`src/rtl/rr_arbiter.sv`:
```
// Round-robin arbiter with a registered one-hot grant, a rotating priority
// pointer, back-to-back re-arbitration on release, and an optional tenure
// watchdog that revokes a grant held for MAX_HOLD cycles.
module rr_arbiter #(
    parameter int NREQ      = 4,
    parameter int IDX_WIDTH = $clog2(NREQ),
    parameter int MAX_HOLD  = 16
) (
    input  logic                 i_clk,
    input  logic                 i_rst,
    input  logic [NREQ-1:0]      i_req,
    input  logic                 i_done,
    output logic [NREQ-1:0]      o_gnt,
    output logic [IDX_WIDTH-1:0] o_gnt_idx,
    output logic                 o_busy,
    output logic                 o_timeout
);

    // Tenure counter runs 0..MAX_HOLD-1; the last value is the expiry point.
    localparam int CNT_W     = (MAX_HOLD > 1) ? $clog2(MAX_HOLD) : 1;
    localparam int HOLD_LAST = (MAX_HOLD > 0) ? MAX_HOLD - 1 : 0;
    localparam logic [IDX_WIDTH-1:0] LAST_IDX = IDX_WIDTH'(NREQ - 1);

    typedef enum logic {
        IDLE = 1'b0,
        BUSY = 1'b1
    } state_t;

    state_t               state_q, state_d;
    logic [NREQ-1:0]      gnt_q, gnt_d;
    logic [IDX_WIDTH-1:0] ptr_q, ptr_d;
    logic [CNT_W-1:0]     cnt_q, cnt_d;
    logic                 timeout_q, timeout_d;

    logic                 win_found;
    logic [IDX_WIDTH-1:0] win_idx;
    logic [IDX_WIDTH:0]   cand;
    logic                 expire;
    logic                 take;

    // Winner search: first asserted request at or above ptr, wrapping at NREQ.
    always_comb begin
        win_found = 1'b0;
        win_idx   = '0;
        cand      = '0;
        for (int off = 0; off < NREQ; off++) begin
            cand = {1'b0, ptr_q} + (IDX_WIDTH+1)'(off);
            if (cand >= (IDX_WIDTH+1)'(NREQ)) begin
                cand = cand - (IDX_WIDTH+1)'(NREQ);
            end
            if (!win_found && i_req[cand[IDX_WIDTH-1:0]]) begin
                win_found = 1'b1;
                win_idx   = cand[IDX_WIDTH-1:0];
            end
        end
    end

    // Watchdog fires on the last permitted cycle of a tenure; never when disabled.
    always_comb begin
        expire = (MAX_HOLD > 0) && (cnt_q == CNT_W'(HOLD_LAST));
    end

    // Next-state logic: grant on request in IDLE, release/re-arbitrate on done or expiry.
    always_comb begin
        state_d   = state_q;
        gnt_d     = gnt_q;
        ptr_d     = ptr_q;
        cnt_d     = cnt_q;
        timeout_d = 1'b0;
        take      = 1'b0;
        case (state_q)
            IDLE: begin
                take = win_found;
            end
            BUSY: begin
                if (i_done || expire) begin
                    // done wins over a coincident expiry, so no pulse then
                    timeout_d = expire && !i_done;
                    if (win_found) begin
                        take = 1'b1;
                    end else begin
                        state_d = IDLE;
                        gnt_d   = '0;
                        cnt_d   = '0;
                    end
                end else if (MAX_HOLD > 0) begin
                    cnt_d = cnt_q + 1'b1;
                end
            end
            default: begin
                state_d = IDLE;
                gnt_d   = '0;
            end
        endcase
        // Every new grant (including a re-grant) moves ptr past the winner
        // and restarts the tenure count.
        if (take) begin
            state_d = BUSY;
            gnt_d   = NREQ'(1) << win_idx;
            ptr_d   = (win_idx == LAST_IDX) ? '0 : win_idx + 1'b1;
            cnt_d   = '0;
        end
    end

    // State register; reset overrides any grant, release or timeout in flight.
    always_ff @(posedge i_clk) begin
        if (i_rst) begin
            state_q   <= IDLE;
            gnt_q     <= '0;
            ptr_q     <= '0;
            cnt_q     <= '0;
            timeout_q <= 1'b0;
        end else begin
            state_q   <= state_d;
            gnt_q     <= gnt_d;
            ptr_q     <= ptr_d;
            cnt_q     <= cnt_d;
            timeout_q <= timeout_d;
        end
    end

    // Outputs: busy from state, index by OR-mux of the one-hot grant.
    always_comb begin
        o_gnt     = gnt_q;
        o_timeout = timeout_q;
        o_busy    = (state_q == BUSY);
        o_gnt_idx = '0;
        for (int k = 0; k < NREQ; k++) begin
            if (gnt_q[k]) begin
                o_gnt_idx = o_gnt_idx | IDX_WIDTH'(k);
            end
        end
    end

endmodule

```
`config.mk`:
```
export PLATFORM = sky130hd
export DESIGN_NAME = rr_arbiter
export DESIGN_NICKNAME = d
export VERILOG_FILES = /design/src/rtl/rr_arbiter.sv
export SDC_FILE = /design/constraint.sdc
export NUM_CORES = 1
export LEC_CHECK = 0
export BUFFER_PORTS_ARGS = -buffer_cell sky130_fd_sc_hd__buf_2
export CORE_MARGIN = 10
export CORE_UTILIZATION = 45
export DETAILED_ROUTE_END_ITERATION = 8
export PLACE_DENSITY_LB_ADDON = 0.3
export SYNTH_ARGS = -nofsm -noshare
export SYNTH_HDL_FRONTEND = slang
export SYNTH_SLANG_ARGS = --single-unit
```
`constraint.sdc`:
```
create_clock -name i_clk -period 1.6 [get_ports i_clk]
set_clock_uncertainty 0.1 [all_clocks]
set_input_delay 0.08 -clock i_clk [delete_from_list [all_inputs] [get_ports i_clk]]
set_output_delay 0.08 -clock i_clk [all_outputs]
set_load 0.03 [all_outputs]
```
Yosys cells after proc, flatten, opt, wreduce, memory -nomap -nowiden --
Cells that the tools add are included.
Word-level totals: register bits 12, latch bits 0, memory bits (writable) 0, memory bits (read-only) 0, input bits 7, output and inout bits 8, logic and storage cells 79, memories 0
Cells by class: add/subtract/negate cells 9, $mul 0, div/mod/pow operators 0, order comparisons 8, eq/ne operators 4, shifts and indexed selects 1, multiplexer cells 35, bitwise gates (word level) 2, reduce and logical (&&, ||, !) cells 15
Operators with widths (count):
- 2-to-1 mux 2 bit | 11
- 2-to-1 mux 4 bit | 5
- 2-to-1 mux 1 bit | 14
- < comparator 2 x 3 -> 1 bit (second input constant) | 4
- greater-or-equal comparator 3 bit (second input constant) | 3
- binary-select mux 1 bit (select 2 bit) | 4
- subtractor 2 x 1 -> 2 bit (second input constant) | 4
- adder 2 x 2 -> 3 bit (second input constant) | 2
- adder 4 x 1 -> 4 bit (second input constant) | 1
- equality test 4 bit (second input constant) | 1
- logical AND 1 bit | 4
- logical NOT 1 bit | 4
- nonzero test 2 bit | 2
- left shift 1 x 2 -> 4 bit (first input constant) | 1
- adder 2 x 1 -> 3 bit (second input constant) | 1
- greater-or-equal comparator 2 x 3 -> 1 bit (second input constant) | 1
- AND reduction 3 bit | 1
- OR reduction 3 bit | 1
- adder 2 x 1 -> 2 bit (second input constant) | 1
- equality test 2 bit (second input constant) | 1
- != test 2 x 1 -> 1 bit (second input constant) | 1
- != test 2 bit (second input constant) | 1
- inverter 1 bit | 2
- one-hot mux 1 bit (2 select lines) | 1
- 3 further kinds | 3

Logic depth before layout (Yosys ltp) --
Gate-level depths: netlist (run 1).
depth in word-level cells 19, mapped depth 7

Worst setup path after synthesis (run 1) --
No wires, ideal clock.
path kind register to register, start reg ptr_q[1], end reg gnt_q[0] (netlist: o_gnt[0]), setup time 117 ps, arrival time 1429 ps, required time 1383 ps, setup slack -46 ps, cell stages (with the launch flop) 8, path buffers 0, clock period less this slack 1646 ps, cells stage by stage dfxtp_1 mux2i_1 nor2_1 nor3_1 inv_1 ha_1 a22oi_1 nor2_1
On the way: cells in the longest elaborated chain, start to end 19
RTL lines:
- start, declared | RTL line 31 | logic [IDX_WIDTH-1:0] ptr_q, ptr_d;
- start signal, assigned | RTL line 116 | ptr_q <= ptr_d;
- parallel branches: the longest is 19 deep, another holds adder 2 x 1 -> 3 bit
- end signal, assigned | RTL line 115 | gnt_q <= gnt_d;
- end, declared | RTL line 30 | logic [NREQ-1:0] gnt_q, gnt_d;
Several ways; the timed one is not identified. The select of a mux whose other input is x is not followed. A chain may end at the register's enable or synchronous reset.

Worst setup path in the final report (run 1) --
start reg ptr_q[1], end reg gnt_q[1] (netlist: o_gnt[1])
Same word-level chain as after synthesis.

==> results.cfg, run 1 <==
[clock_tree]
cts_tree = yes
clk_pin_slew_ns = 0.08
clk_latency_ns = 0.26
clock_path_buffers = 2
clockRootBuffer = clkbuf_4
cts_buffers = 3
cts.sinks = 12
htree_num_levels = 1

[layout]
final_layout_size_suffix_gt1_frac = 0.4021
synthToLayoutAreaGrowth_pct = 35.31
fin_nets = 110
mostFrequentLayoutCells = 14 x buf_2, 11 x nor2_1, 11 x dfxtp_1
n_antenna_cell = 0
final_common_cell = buf_2
multi_input_area_um2 = 407.9
seq_area_um2 = 244.0
fillCellCount = 116

[place]
hpwlAfterDp_um = 1129
gp_congestion = 0.7725
port_buffers = 14
dp_slack_ns = -0.1268

[grt]
antenna_found_initial = 0
grt_usage = 0.09319
grt_pass1_vias = 592
grt_pass1_wl_um = 2546
grt_overflow = 0
grt_start_max_net_pins = 13

[die]
initial_core_util = 0.4815
coreArea_mm2 = 0.001318
die_h_um = 57.55
io_pins = 15
rows = 13
die_area_mm2 = 0.003311
die_w_um = 57.55

[timing]
worst_pin_slew_ns = 0.2218
hold_ws_ns = 0.02820
hold_viol = 0
layout_worst_path_cycle_share = 0.9776
fmax_mhz = 639.3
setup_slack_ns = 0.03586
min_period_ns = 1.564
rsz0062_at_grt = true
setup_violations = 0
drv_slew = 0
slew_headroom = 0.8507
finalSetupTns_ns = 0

[logic_synthesis]
synth_cells = 71
yosys_warnings = 0
syn_avg_cell_area_um2 = 8.935
ys_ff_latch = 12
synthDistinctLibCells = 26
ys_seq_area_frac = 0.3787
synth.cell_area_um2 = 634.4
syn_nets = 83

[routing]
wl_per_cell_um = 12.71
detail_route.iter0.violations = 7
drtPass1Iterations = 3
drcViolationCount = 0
viasPerCell = 5.259
wl_um = 1424
ant_nets = 0
vias = 589

[setup_path]
crit_arrival_ns = 1.62
start_kind = flip-flop
path_class = reg -> reg
endpoint_kind = flip-flop
crit_fanout = 5
required_ns = 1.66

[power]
irDropWorstVdd_mv = 0.6548
p_leak_nw = 0.3836
power_density_mw_per_mm2 = 933.9

[worst_hold_path]
hold_class = in -> reg

[status]
status = completed

[run]
drv_cap = 0
==> sequential cells by signal (all words and copies together) (netlist names) <==
| register | count |
|---|---|
| o_gnt | 4 |
| o_timeout | 1 |
| ptr_q | 2 |
| cnt_q | 4 |
| o_busy | 1 |
==> cells by family (layout without fill, tap and decap cells) <==
group | Yosys count | in the layout | synth area share
AO/OA/AOI/OAI | 17 | 17 | 0.2130
XOR/XNOR | 1 | 1 | 0.01381
adder cells (fa/ha/maj) | 5 | 5 | 0.09862
buffers and inverters | 4 | 30 | 0.02563
flip-flops | 12 | 12 | 0.3787
multiplexers | 2 | 2 | 0.03156
AND/OR/NAND/NOR | 30 | 30 | 0.2387
==> path summary, 6_finish.rpt <==
kind | startpoint | end | cells past startpoint | slack [ns]
hold / removal | i_rst | cnt_q[3] | 2 | 0.03
hold reg to reg | cnt_q[1] | cnt_q[1] | 2 | 0.39
setup / recovery | ptr_q[1] | o_gnt[1] | 8 | 0.04
setup reg to reg | ptr_q[1] | o_gnt[1] | 8 | 0.04
==> synth_stat cells (all sizes together) <==
cell type   n  area (µm²)
a211oi      1       7.510
ha          5       62.56
xnor2       1       8.760
nand4       2       12.51
nor2       11       41.29
buf         1       5.000
mux2i       2       20.02
nor4        1       6.260
a221oi      1       8.760
a21oi       7       38.79
nand2b      2       12.51
o22ai       1       6.260
o2bb2ai     1       27.53
nand2       5       18.77
o22a        1       8.760
dfxtp      12       240.2
nor3        2       10.01
inv         3       11.26
nor3b       1       7.510
o21a        1       7.510
nand3       2       10.01
or4         1       11.26
a22oi       4       30.03
and2b       1       8.760
or2         2       12.51
==> final cells by class <==
class / instances / area share
Timing Repair Buffer: 23 / 0.1633
Clock buffer: 4 / 0.04227
Sequential cell: 12 / 0.2843
Multi-Input combinational cell: 55 / 0.4752
Tap cell: 15 / 0.02187
Inverter: 3 / 0.01312
==> critical path, cell delays in order (launching register included) <==
cell	delay [ns]
dfxtp_4	0.36
nand2b_1	0.15
a21oi_2	0.15
nor3_2	0.07
buf_4	0.15
buf_4	0.12
ha_1	0.18
a22oi_1	0.14
nor2_1	0.05
==> report_power, final <==
part	internal, W	switching (W)
Sequential	0.000321	0.0000170
Combinational	0.0000990	0.000127
Clock	0.000138	0.0000992
Total	0.000558	0.000243
==> timing repair <==
item	in CTS	in global routing
hold buffers	1	0
setup buffers	1	0
cloned	0	0
resized for setup	3	4
endpoints found under the setup margin	3	6
hold endpoints to repair	1	0
pin swaps	4	8
==> layer usage <==
metal	global-route usage	vias up	routed length (µm)
li1	-	308	-
met3	0.03761	2	70
met1	0.09753	273	610
met5	0	-	0
met2	0.1595	6	732
met4	0.04027	0	10
==> stage by stage <==
step,utilization,std cells,instance area [µm²],power (W)
2_1_floorplan,-,71,639.4,0.0004787
3_3_place_gp,0.5888,106,775.7,0.0005454
3_5_place_dp,0.5888,106,775.7,0.0005514
4_1_cts,0.6429,112,847.1,0.0008105
5_1_grt,0.6515,112,858.3,0.0008584
6_report,0.6515,112,858.3,0.0008016
No activity file was read; power rests on OpenSTA's default activity.
==> run 2, diff against run 1 <==
--- a/config.mk
+++ b/config.mk
@@ -6,8 +6,10 @@
 export NUM_CORES = 1
 export LEC_CHECK = 0
 export BUFFER_PORTS_ARGS = -buffer_cell sky130_fd_sc_hd__buf_2
+export CELL_PAD_IN_SITES_DETAIL_PLACEMENT = 1
+export CELL_PAD_IN_SITES_GLOBAL_PLACEMENT = 1
 export CORE_MARGIN = 10
-export CORE_UTILIZATION = 45
+export CORE_UTILIZATION = 40
 export DETAILED_ROUTE_END_ITERATION = 8
 export PLACE_DENSITY_LB_ADDON = 0.3
 export SYNTH_ARGS = -nofsm -noshare
==> constraint.sdc (replaced) <==
create_clock -name i_clk -period 1.8 [get_ports i_clk]
set_clock_uncertainty 0.1 [all_clocks]
set_input_delay 0.09 -clock i_clk [delete_from_list [all_inputs] [get_ports i_clk]]
set_output_delay 0.09 -clock i_clk [all_outputs]
set_load 0.03 [all_outputs]
==> results.cfg, run 2 (synthesis gave the netlist of run 1 again) <==
[timing]
finalSetupTns_ns = 0
fmax_mhz = 613.0
rsz0062_at_grt = false
drv_slew = 0
setup_slack_ns = 0.1687
setup_violations = 0
min_period_ns = 1.631
hold_viol = 0
layout_worst_path_cycle_share = 0.9063
worst_pin_slew_ns = 0.2310
slew_headroom = 0.8446

[clock_tree]
cts_tree = yes
clk_pin_slew_ns = 0.08
htree_num_levels = 1
clk_latency_ns = 0.27
cts_buffers = 3
cts.sinks = 12
clock_path_buffers = 2
clockRootBuffer = clkbuf_4

[layout]
fin_nets = 107
final_cells = 110
fillCellCount = 196
synthToLayoutAreaGrowth_pct = 27.61
final_common_cell = buf_2
final_layout_size_suffix_gt1_frac = 0.3298
n_antenna_cell = 0
mostFrequentLayoutCells = 14 x buf_2, 11 x nor2_1, 11 x dfxtp_1

[place]
dpl.cell_count = 105
gp_congestion = 0.7396
dp_slack_ns = 0.01831
hpwlAfterDp_um = 1266
port_buffers = 14

[die]
die_area_mm2 = 0.003579
coreArea_mm2 = 0.001506
initial_core_util = 0.4211
die_h_um = 59.83
io_pins = 15
die_w_um = 59.83
rows = 14

[grt]
grt_overflow = 0
antenna_found_initial = 0
grt_start_max_net_pins = 13
grt_pass1_vias = 612
grt_pass1_wl_um = 2739
grt_usage = 0.09839

[setup_path]
cp_slowest_cell = dfxtp_2
path_common_cell = nor2_1
path_delay_family = flip-flops
slowest_delay_ns = 0.39
crit_arrival_ns = 1.69
required_ns = 1.86
cp_cell_sequence = mux2i_1, nor2_1, nor3_2, inv_1, ha_1, a22oi_1, nor2_1
critPathBufInv = 1
start_kind = flip-flop
endpoint_kind = flip-flop
crit_fanout = 6
path_class = reg -> reg

[power]
p_leak_nw = 0.3715
irDropWorstVdd_mv = 0.3639
power_density_mw_per_mm2 = 863.1

[routing]
viasPerCell = 5.336
wl_um = 1622
drtPass1Iterations = 2
vias = 587
drcViolationCount = 0
wl_per_cell_um = 14.75
detail_route.iter0.violations = 4
ant_nets = 0

[worst_hold_path]
hold_class = in -> reg

[status]
status = completed

[run]
drv_cap = 0
[run 2: metrics by stage]
stage               power (W)  hold WS, ns  instance area, µm²  utilization
floorplan           0.0004234      0.06276               634.4            -
global placement    0.0004800       0.1951               757.0       0.5025
detailed placement  0.0004867       0.2005               757.0       0.5025
CTS                 0.0007070      0.03691               803.3       0.5332
global route        0.0007407      0.03829               809.5       0.5374
finish              0.0006987      0.04592               809.5       0.5374
[run 2: cell type report]
cell class,count,area [µm²],area share
Tap cell,16,20.02,0.02473
Inverter,3,11.26,0.01391
Clock buffer,4,36.28,0.04482
Multi-Input combinational cell,55,382.9,0.4730
Timing Repair Buffer,20,117.6,0.1453
Sequential cell,12,241.5,0.2983
[run 2: worst reg2reg max path: cells and delay by family, from the launching register on]
| family | cells | cell delay (ns) |
|---|---|---|
| flops | 1 | 0.39 |
| simple gates | 3 | 0.34 |
| mux | 1 | 0.22 |
| fa+ha+maj | 1 | 0.21 |
| buf+inv | 1 | 0.10 |
| compound gates | 1 | 0.16 |
[run 2: worst paths after layout]
path | from | end | slack (ns) | cells past startpoint
max | ptr_q[1] | o_gnt[2] | 0.17 | 7
min | i_rst | o_gnt[3] | 0.05 | 2
max reg2reg | ptr_q[1] | o_gnt[2] | 0.17 | 7
min reg2reg | cnt_q[1] | cnt_q[1] | 0.39 | 2
[run 2: routing by layer]
layer	global-route usage	vias to the layer above	wire (µm)
met3	0.02966	2	59
met2	0.1735	5	859
li1	-	303	-
met4	0.04808	0	11
met5	0	-	0
met1	0.1023	277	692
[run 2: where the power goes]
part	switching (W)	internal (W)	total, W
Combinational	0.000108	0.0000745	0.000182
Clock	0.0000926	0.000123	0.000215
Sequential	0.0000162	0.000285	0.000301
Total	0.000217	0.000482	0.000699
[run 2: what timing repair did]
action,4_1_cts,5_1_grt
hold endpoints to repair,1,0
endpoints found under the setup margin,0,4
resized for setup,0,2
hold buffers,1,0
setup buffers,0,0
==> run 3, diff against run 2 <==
--- a/config.mk
+++ b/config.mk
@@ -9,7 +9,7 @@
 export CELL_PAD_IN_SITES_DETAIL_PLACEMENT = 1
 export CELL_PAD_IN_SITES_GLOBAL_PLACEMENT = 1
 export CORE_MARGIN = 10
-export CORE_UTILIZATION = 40
+export CORE_UTILIZATION = 37
 export DETAILED_ROUTE_END_ITERATION = 8
 export PLACE_DENSITY_LB_ADDON = 0.3
 export SYNTH_ARGS = -nofsm -noshare
==> constraint.sdc (replaced) <==
create_clock -name i_clk -period 1.65 [get_ports i_clk]
set_clock_uncertainty 0.1 [all_clocks]
set_input_delay 0 -clock i_clk [delete_from_list [all_inputs] [get_ports i_clk]]
set_output_delay 0 -clock i_clk [all_outputs]
set_load 0.03 [all_outputs]
==> results.cfg, run 3 (synthesis gave the netlist of run 1 again) <==
[status]
status = completed

[worst_hold_path]
worst_hold_path.num_cells = 5
hold_class = in -> reg

[grt]
grt_overflow = 0
grt_pass1_vias = 613
grt_use_met2 = 0.1790
antenna_found_initial = 0
grt_pass1_wl_um = 2849
use_met1 = 0.1046
grt_start_max_net_pins = 13
use_met3 = 0.04321
grt-busiest-layer = met2
grt_usage = 0.09887

[setup_path]
start_kind = flip-flop
endpoint_kind = flip-flop
required_ns = 1.72
crit_fanout = 5
crit_arrival_ns = 1.64
path_class = reg -> reg
r2r.worst_path.cells = 9

[die]
coreArea_mm2 = 0.001559
die_w_um = 61.41
die_area_mm2 = 0.003771
io_pins = 15
die_h_um = 61.41
initial_core_util = 0.4069
rows = 14

[layout]
n_antenna_cell = 0
fin_nets = 111
final_layout_size_suffix_gt1_frac = 0.3776
synthToLayoutAreaGrowth_pct = 35.31
mostFrequentLayoutCells = 14 x buf_2, 11 x nor2_1, 10 x dfxtp_1
final_cell_area_um2 = 858.3
final_common_cell = buf_2

[clock_tree]
clk_pin_slew_ns = 0.09
clk_latency_ns = 0.28
clock_path_buffers = 2
htree_num_levels = 1
cts_tree = yes
clockRootBuffer = clkbuf_4
cts_buffers = 3
cts.sinks = 12

[routing]
detail_route.iter0.violations = 7
viasPerCell = 5.421
wl_um = 1751
wl_per_cell_um = 15.36
drtPass1Iterations = 5
drcViolationCount = 0
vias = 618
ant_nets = 0

[timing]
setup_violations = 0
min_period_ns = 1.570
fmax_mhz = 637.1
worst_pin_slew_ns = 0.2416
slew_headroom = 0.8374
layout_worst_path_cycle_share = 0.9512
rsz0062_at_grt = true
setup_slack_ns = 0.08046
hold_viol = 0
drv_slew = 0
finalSetupTns_ns = 0

[run]
drv_cap = 0

[place]
hpwlAfterDp_um = 1318
port_buffers = 14
gp_congestion = 0.7562
place_area_um2 = 764.5
dp_slack_ns = -0.01307

[power]
irDropWorstVdd_mv = 0.4925
finalPower_w = 0.0007974
power_density_mw_per_mm2 = 929.0
p_leak_nw = 0.3881
-- run 3: changes by cell type in the layout (fill, tap and decap cells not counted), sizes merged --
cell / before / now
dlygate4sd3: 1 / 3
buf: 19 / 21
-- run 3: worst max-delay path: stages, from the launching register on --
cell and delay, ns:
dfxtp_4 0.37, buf_4 0.13, nand2_1 0.05, nor2_1 0.03
nor3_1 0.18, buf_4 0.15, inv_1 0.06, ha_2 0.19
a22oi_2 0.14, nor2_1 0.05
-- run 3: what timing repair did --
action / 4_1_cts / 5_1_grt
pin swaps: 0 / 2
hold buffers: 3 / 0
endpoints found under the setup margin: 3 / 5
buffers inserted: 0 / 1
gates resized for setup: 2 / 5
endpoints found under the hold margin: 12 / 0
-- run 3: through the flow --
step / util / cells / hold slack, ns
floorplan: - / 71 / -0.02724
global placement: 0.4904 / 106 / 0.1075
detailed placement: 0.4904 / 106 / 0.1091
CTS: 0.5353 / 113 / 0.08832
global route: 0.5506 / 114 / 0.1187
finish: 0.5506 / 114 / 0.09476
-- run 3: metal layers --
| layer | part of all wire | vias to the layer above |
|---|---|---|
| met3 | 0.047 | 2 |
| met2 | 0.51 | 8 |
| met1 | 0.44 | 300 |
| met4 | 0.0086 | 0 |
| met5 | 0 | - |
| li1 | - | 308 |
-- run 3: path summary, 6_finish.rpt --
check,from,endpoint,slack [ns]
min,i_req[2],cnt_q[1],0.09
min reg2reg,cnt_q[0],cnt_q[0],0.39
max,ptr_q[1],o_gnt[0],0.08
max reg2reg,ptr_q[1],o_gnt[0],0.08
-- run 3: power by group --
part	internal, W	switching [W]
registers	0.000312	0.0000190
logic	0.0000965	0.000125
clock network	0.000134	0.000111
total	0.000542	0.000255
-- run 3: layout make-up --
type                    instances  area, µm²
clock buffers                   4      36.28
fillers                       200      700.7
inverters                       3      11.26
multi-input cells              55      392.9
flip-flops and latches         12      245.2
well taps                      16      20.02
repair buffers                 24      152.6
